[src/rtl/confreg_resp.sv]
// Memory-mapped configuration responder on the data SRAM port: scratch regs, LEDs,
// synchronised switches, a compare/interrupt timer and a read-only simulation flag.
module confreg_resp #(
  parameter logic [31:0] BASE_ADDR = 32'hBFAF_0000,
  parameter logic [31:0] SIMU_FLAG = 32'hFFFF_FFFF
) (
  input  logic        clk,
  input  logic        reset,
  input  logic        data_sram_en,
  input  logic [3:0]  data_sram_we,
  input  logic [31:0] data_sram_addr,
  input  logic [31:0] data_sram_wdata,
  output logic [31:0] data_sram_rdata,
  input  logic [7:0]  switch,
  output logic [15:0] led,
  output logic        timer_irq
);

  // Word offsets (addr[7:2]) of the register map.
  localparam logic [5:0] OFF_SCR0  = 6'h00;
  localparam logic [5:0] OFF_SCR1  = 6'h01;
  localparam logic [5:0] OFF_LED   = 6'h04;
  localparam logic [5:0] OFF_SW    = 6'h05;
  localparam logic [5:0] OFF_TIMER = 6'h08;
  localparam logic [5:0] OFF_CMP   = 6'h09;
  localparam logic [5:0] OFF_CTRL  = 6'h0A;
  localparam logic [5:0] OFF_SIMU  = 6'h0C;

  // Request/response: a request is any cycle with data_sram_en=1 (no back-pressure).
  // Writes commit at the closing edge; reads load data_sram_rdata at that same edge
  // with the pre-edge register value, so data is valid exactly one cycle later.

  logic [31:0] scratch0, scratch1, timer, timer_cmp;
  logic [15:0] led_q;
  logic [7:0]  sw_meta, sw_sync;
  logic        ctrl_en, ctrl_irq_en, status;

  logic        hit, rd, wr, match, status_clr;
  logic [5:0]  off;
  logic [31:0] rd_val;
  logic [31:0] led_merged, scr0_merged, scr1_merged, timer_merged, cmp_merged;
  logic        unused_addr_bits;

  function automatic logic [31:0] merge(input logic [31:0] old_v,
                                        input logic [31:0] new_v,
                                        input logic [3:0]  be);
    logic [31:0] res;
    for (int i = 0; i < 4; i++)
      res[8*i +: 8] = be[i] ? new_v[8*i +: 8] : old_v[8*i +: 8];
    return res;
  endfunction

  assign unused_addr_bits = &{1'b0, data_sram_addr[1:0]};

  assign hit = data_sram_en &&
               (data_sram_addr[31:16] == BASE_ADDR[31:16]) &&
               (data_sram_addr[15:8] == 8'h00);
  assign off = data_sram_addr[7:2];
  assign rd  = hit && (data_sram_we == 4'b0000);
  assign wr  = hit && (data_sram_we != 4'b0000);

  assign led_merged   = merge({16'h0000, led_q}, data_sram_wdata, data_sram_we);
  assign scr0_merged  = merge(scratch0, data_sram_wdata, data_sram_we);
  assign scr1_merged  = merge(scratch1, data_sram_wdata, data_sram_we);
  assign timer_merged = merge(timer, data_sram_wdata, data_sram_we);
  assign cmp_merged   = merge(timer_cmp, data_sram_wdata, data_sram_we);

  assign match      = ctrl_en && (timer == timer_cmp);
  assign status_clr = wr && (off == OFF_CTRL) && data_sram_we[0] && data_sram_wdata[2];

  always_comb begin
    rd_val = 32'h0000_0000;
    case (off)
      OFF_SCR0:  rd_val = scratch0;
      OFF_SCR1:  rd_val = scratch1;
      OFF_LED:   rd_val = {16'h0000, led_q};
      OFF_SW:    rd_val = {24'h000000, sw_sync};
      OFF_TIMER: rd_val = timer;
      OFF_CMP:   rd_val = timer_cmp;
      OFF_CTRL:  rd_val = {29'h0, status, ctrl_irq_en, ctrl_en};
      OFF_SIMU:  rd_val = SIMU_FLAG;
      default:   rd_val = 32'h0000_0000;
    endcase
  end

  always_ff @(posedge clk or posedge reset) begin
    if (reset) begin
      scratch0        <= '0;
      scratch1        <= '0;
      led_q           <= '0;
      sw_meta         <= '0;
      sw_sync         <= '0;
      timer           <= '0;
      timer_cmp       <= '0;
      ctrl_en         <= 1'b0;
      ctrl_irq_en     <= 1'b0;
      status          <= 1'b0;
      data_sram_rdata <= '0;
    end else begin
      sw_meta <= switch;
      sw_sync <= sw_meta;

      if (rd) data_sram_rdata <= rd_val;
      else if (data_sram_en && !hit && data_sram_we == 4'b0000) data_sram_rdata <= '0;

      if (wr && off == OFF_SCR0) scratch0  <= scr0_merged;
      if (wr && off == OFF_SCR1) scratch1  <= scr1_merged;
      if (wr && off == OFF_LED)  led_q     <= led_merged[15:0];
      if (wr && off == OFF_CMP)  timer_cmp <= cmp_merged;

      // A software write to TIMER overrides the increment for that cycle.
      if (wr && off == OFF_TIMER) timer <= timer_merged;
      else if (ctrl_en)           timer <= timer + 32'd1;

      if (wr && off == OFF_CTRL && data_sram_we[0]) begin
        ctrl_en     <= data_sram_wdata[0];
        ctrl_irq_en <= data_sram_wdata[1];
      end

      // A match in the same cycle as a write-1-to-clear keeps STATUS set.
      if (match)           status <= 1'b1;
      else if (status_clr) status <= 1'b0;
    end
  end

  assign led       = led_q;
  assign timer_irq = status && ctrl_irq_en;

endmodule

[config.mk]
export PLATFORM = sky130hd
export DESIGN_NAME = confreg_resp
export DESIGN_NICKNAME = d
export VERILOG_FILES = /design/src/rtl/confreg_resp.sv
export SDC_FILE = /design/constraint.sdc
export NUM_CORES = 1
export LEC_CHECK = 0
export BUFFER_PORTS_ARGS = -buffer_cell sky130_fd_sc_hd__buf_2
export CORE_ASPECT_RATIO = 1.4
export CORE_MARGIN = 5
export CORE_UTILIZATION = 57
export DETAILED_ROUTE_END_ITERATION = 16
export PLACE_DENSITY = 0.88
export SETUP_SLACK_MARGIN = 0.3
export SLEW_MARGIN = 20
export SYNTH_ARGS = -nofsm -noshare
export SYNTH_HDL_FRONTEND = slang
export SYNTH_SLANG_ARGS = --single-unit
export TNS_END_PERCENT = 1
[constraint.sdc]
create_clock -name clk -period 16.3 [get_ports clk]
set_input_delay 2.445 -clock clk [delete_from_list [all_inputs] [get_ports clk]]
set_output_delay 2.445 -clock clk [all_outputs]
set_load 0.02 [all_outputs]
==> results.json <==
{
  "status": "completed",
  "skew_ns": 0.00786,
  "ys_seq_elements": 195,
  "layout-area-overhead-vs-synth_pct": 14.6,
  "finalCriticalPeriod_ns": 5.13,
  "grt_setup_unrepaired": "no",
  "critPathSlowestCell": "or4b_4",
  "die_h_microns": 163,
  "maxCapViolCount": 0,
  "p_seq_share_pct": 49.8,
  "clock-sinks": 195,
  "arrival_ns": 5.45,
  "synthArstFlopShare_pct": 100,
  "antenna_found_initial": 0,
  "gp_congestion": 0.976,
  "tightest_slew_ns": 1.07,
  "cp-end-kind": "flop",
  "multiInputGateArea_sq_um": 4390,
  "portBuffers": 125,
  "wl_per_cell_microns": 22.9,
  "core_sq_um": 16200,
  "drt-total-wl_microns": 26100,
  "drc_errors": 0,
  "cp.required_ns": 16.62,
  "power_density_nw_per_um2": 89.7,
  "grt_max_degree": 125,
  "p_sw_mw": 0.221,
  "cts_resized": 0,
  "syn_area_sq_um": 9490,
  "clk_pin_slew_ns": 0.07,
  "htree_levels": 4,
  "synth-edff-count": 0,
  "p_int_mw": 0.754,
  "cts_buffers": 17,
  "vias_per_cell": 6.73,
  "cts_setup_buffers": 0,
  "syn_area_per_cell_sq_um": 11.5,
  "grt-ovfl-total": 0,
  "grtUsageTotal_pct": 27.4,
  "postCtsHoldBufs": 0,
  "max_slew_margin_pct": 28.1,
  "clk_path_buf_depth": 2,
  "fillers": 1230,
  "crit_chain": "buf_2 > or4b_4 > or3_4 > nor4_2 > buf_4 > nor2_1 > a311oi_1 > nor3_2",
  "worst-path-max-fanout": 41,
  "finalSetupViolCount": 0,
  "cts_tree": "built",
  "crit_path_max_incr_delay_ns": 0.70,
  "power_leakage_nw": 5.15,
  "initial_core_util_pct": 58.4,
  "first_global_vias": 7752,
  "final_nets": 1005,
  "dp.final_hpwl_microns": 18200,
  "p_total_mw": 0.976,
  "vias": 7656,
  "syn_inst": 822,
  "firstDrtPassIters": 6,
  "yosysSeqAreaShare_pct": 51.4,
  "peakVddDrop_uv": 82.9,
  "synth-main-ff-cell": "dfrtp_1",
  "seqCellArea_sq_um": 4880,
  "period_share_pct": 31.5,
  "fp.dieW_microns": 119,
  "p_comb_share_pct": 3.9,
  "clock_latency_ns": 0.44,
  "yosysWarningCount": 0,
  "dieArea_sq_um": 19400,
  "ant_nets": 0,
  "final_max_slew_viol_count": 0,
  "cts_root_buf": "clkbuf_16",
  "pin_count": 128,
  "power_frac_clock_pct": 46.3,
  "synth.distinct_cells": 67,
  "hold_viol_final": 0,
  "drive_gt1_share_pct": 31.9,
  "p_sw_share_pct": 22.7,
  "grt_first_pass_wirelength_microns": 41400,
  "critical_path.startpoint_type": "primary input",
  "hold_class": "flop to flop",
  "placementRows": 55,
  "cp_top_family": "simple AND/OR/NAND/NOR gates",
  "cp_num_buf_inv": 2,
  "drtIter0Drc": 906,
  "path_class": "primary input to flop",
  "synth_fp_nets": 902,
  "finalSetupTns_ns": 0,
  "diodes": 0,
  "max_freq_mhz": 195
}
==> layout by cell type, fill, tap and decap left out, types with 4 or more instances in the layout <==
master     netlist  layout
nand4_1         19      19
nand3_2          4       4
inv_1            6       5
nor4_1           9       9
inv_6            0       5
nor2b_1          4       4
o221a_1          4       4
a21o_1           6       6
a31oi_1         14      14
a22oi_1          8       8
o21ai_1          5       5
buf_2            6     125
and3_1           7       7
clkbuf_16        0      17
xnor2_1         17      17
a22o_1          14      14
nand2b_1         4       4
nand2_1         50      50
o21ai_0         35      35
a221oi_1        20      20
o22ai_1          8       8
xor2_1          16      16
mux2i_1         14      14
nor2_1          30      30
nand3_1         31      31
mux2_2         112     112
dfrtp_1        195     195
and2_1          10      10
buf_4            2      10
a21oi_1         21      21
a211oi_1        11      11
nor3_1          11      11
a221o_1         29      29
==> worst paths after layout <==
kind | startpoint | end | slack (ns) | cells past startpoint
setup / recovery | data_sram_addr[4] | timer[19]$_DFFE_PP0P_ | 11.17 | 8
setup reg to reg | ctrl_en$_DFFE_PP0P_ | timer[19]$_DFFE_PP0P_ | 13.94 | 6
min in group asynchronous | reset | data_sram_rdata[23]$_DFFE_PP0P_ | 2.12 | 2
max in group asynchronous | reset | scratch0[7]$_DFFE_PP0P_ | 12.75 | 3
hold reg to reg | sw_meta[5]$_DFF_PP0_ | sw_sync[5]$_DFF_PP0_ | 0.35 | 0
hold / removal | sw_meta[5]$_DFF_PP0_ | sw_sync[5]$_DFF_PP0_ | 0.35 | 0
==> through the flow <==
stage / hold WS [ns] / setup slack (ns) / std cells / utilization (%) / area, sq um
2_1_floorplan: 0.331 / 8.54 / 822 / - / 9490
3_3_place_gp: 0.332 / 10.80 / 1105 / 63.1 / 10200
3_5_place_dp: 0.337 / 10.78 / 1105 / 63.1 / 10200
4_1_cts: 0.353 / 11.22 / 1137 / 67.0 / 10900
5_1_grt: 0.354 / 11.10 / 1137 / 67.0 / 10900
6_report: 0.353 / 11.17 / 1137 / 67.0 / 10900
==> flip-flops by register name (all words and copies together) (netlist names) <==
| register | count |
|---|---|
| sw_sync | 8 |
| timer_cmp | 32 |
| ctrl_irq_en | 1 |
| sw_meta | 8 |
| ctrl_en | 1 |
| scratch0 | 32 |
| timer | 32 |
| status | 1 |
| scratch1 | 32 |
| data_sram_rdata | 32 |
| led | 16 |
==> layer usage <==
| layer | wire length (microns) | GRT usage, % | up-vias |
|---|---|---|---|
| met2 | 13200 | 46.5 | 391 |
| met5 | 0 | 0 | - |
| met3 | 1770 | 5.14 | 92 |
| met1 | 9650 | 32.6 | 3802 |
| met4 | 1420 | 15.5 | 0 |
| li1 | - | - | 3371 |
==> power by group through the flow <==
stage                     clock network [mW]  logic, mW  registers [mW]
final                                  0.451     0.0383           0.486
after global routing                   0.475     0.0425           0.486
after CTS                              0.455     0.0384           0.486
after detailed placement                   0     0.0381           0.496
after floorplan                            0     0.0180           0.495
after global placement                     0     0.0373           0.495
==> layout make-up <==
cell class / count / area share [%]
clock buffer: 20 / 4.29
tap: 199 / 2.29
sequential: 195 / 44.9
timing repair buffer: 135 / 6.44
clock inverter: 12 / 1.52
inverter: 6 / 0.276
multi-input combinational: 570 / 40.3
==> cells in the mapped netlist (all sizes together), types with 2 or more instances <==
| cell type | count | area [sq um] |
|---|---|---|
| o221a | 5 | 56.3 |
| a22oi | 8 | 60.1 |
| nor4 | 12 | 103 |
| nor2 | 31 | 124 |
| dfrtp | 195 | 4880 |
| nor2b | 4 | 25.0 |
| or4 | 3 | 22.5 |
| a22o | 14 | 123 |
| nand2 | 50 | 188 |
| and4 | 3 | 26.3 |
| a211oi | 11 | 82.6 |
| nand2b | 4 | 25.0 |
| and2 | 10 | 62.6 |
| nand4b | 2 | 17.5 |
| a221oi | 20 | 175 |
| o21ai | 40 | 200 |
| a31oi | 14 | 87.6 |
| a221o | 29 | 290 |
| or3 | 2 | 17.5 |
| mux2 | 112 | 1260 |
| nor3 | 13 | 75.1 |
| clkbuf | 36 | 135 |
| mux2i | 14 | 140 |
| or2 | 2 | 12.5 |
| nor3b | 5 | 47.5 |
| and3b | 2 | 17.5 |
| a21o | 6 | 45.0 |
| xnor2 | 17 | 149 |
| buf | 15 | 78.8 |
| nand3 | 35 | 195 |
| and3 | 7 | 43.8 |
| xor2 | 16 | 140 |
| o211a | 3 | 30.0 |
| o21bai | 2 | 15.0 |
| inv | 6 | 22.5 |
| o31ai | 2 | 15.0 |
| o311ai | 2 | 17.5 |
| a21oi | 21 | 105 |
| a222oi | 2 | 20.0 |
| o32ai | 3 | 26.3 |
| a311oi | 3 | 26.3 |
| o22ai | 8 | 50.1 |
| nand4 | 20 | 131 |
| o211ai | 3 | 22.5 |
==> logic make-up (layout without fill, tap and decap cells) <==
family | count (synthesis) | after routing | synth area share, %
AND/OR/NAND/NOR | 209 | 209 | 12.4
AO/OA/AOI/OAI | 201 | 201 | 15.7
flip-flops | 195 | 195 | 51.4
buffers and inverters | 57 | 173 | 2.49
XOR/XNOR | 33 | 33 | 3.05
adder cells (fa/ha/maj) | 1 | 1 | 0.132
multiplexers | 126 | 126 | 14.8
(Power assumes the default switching activity.)
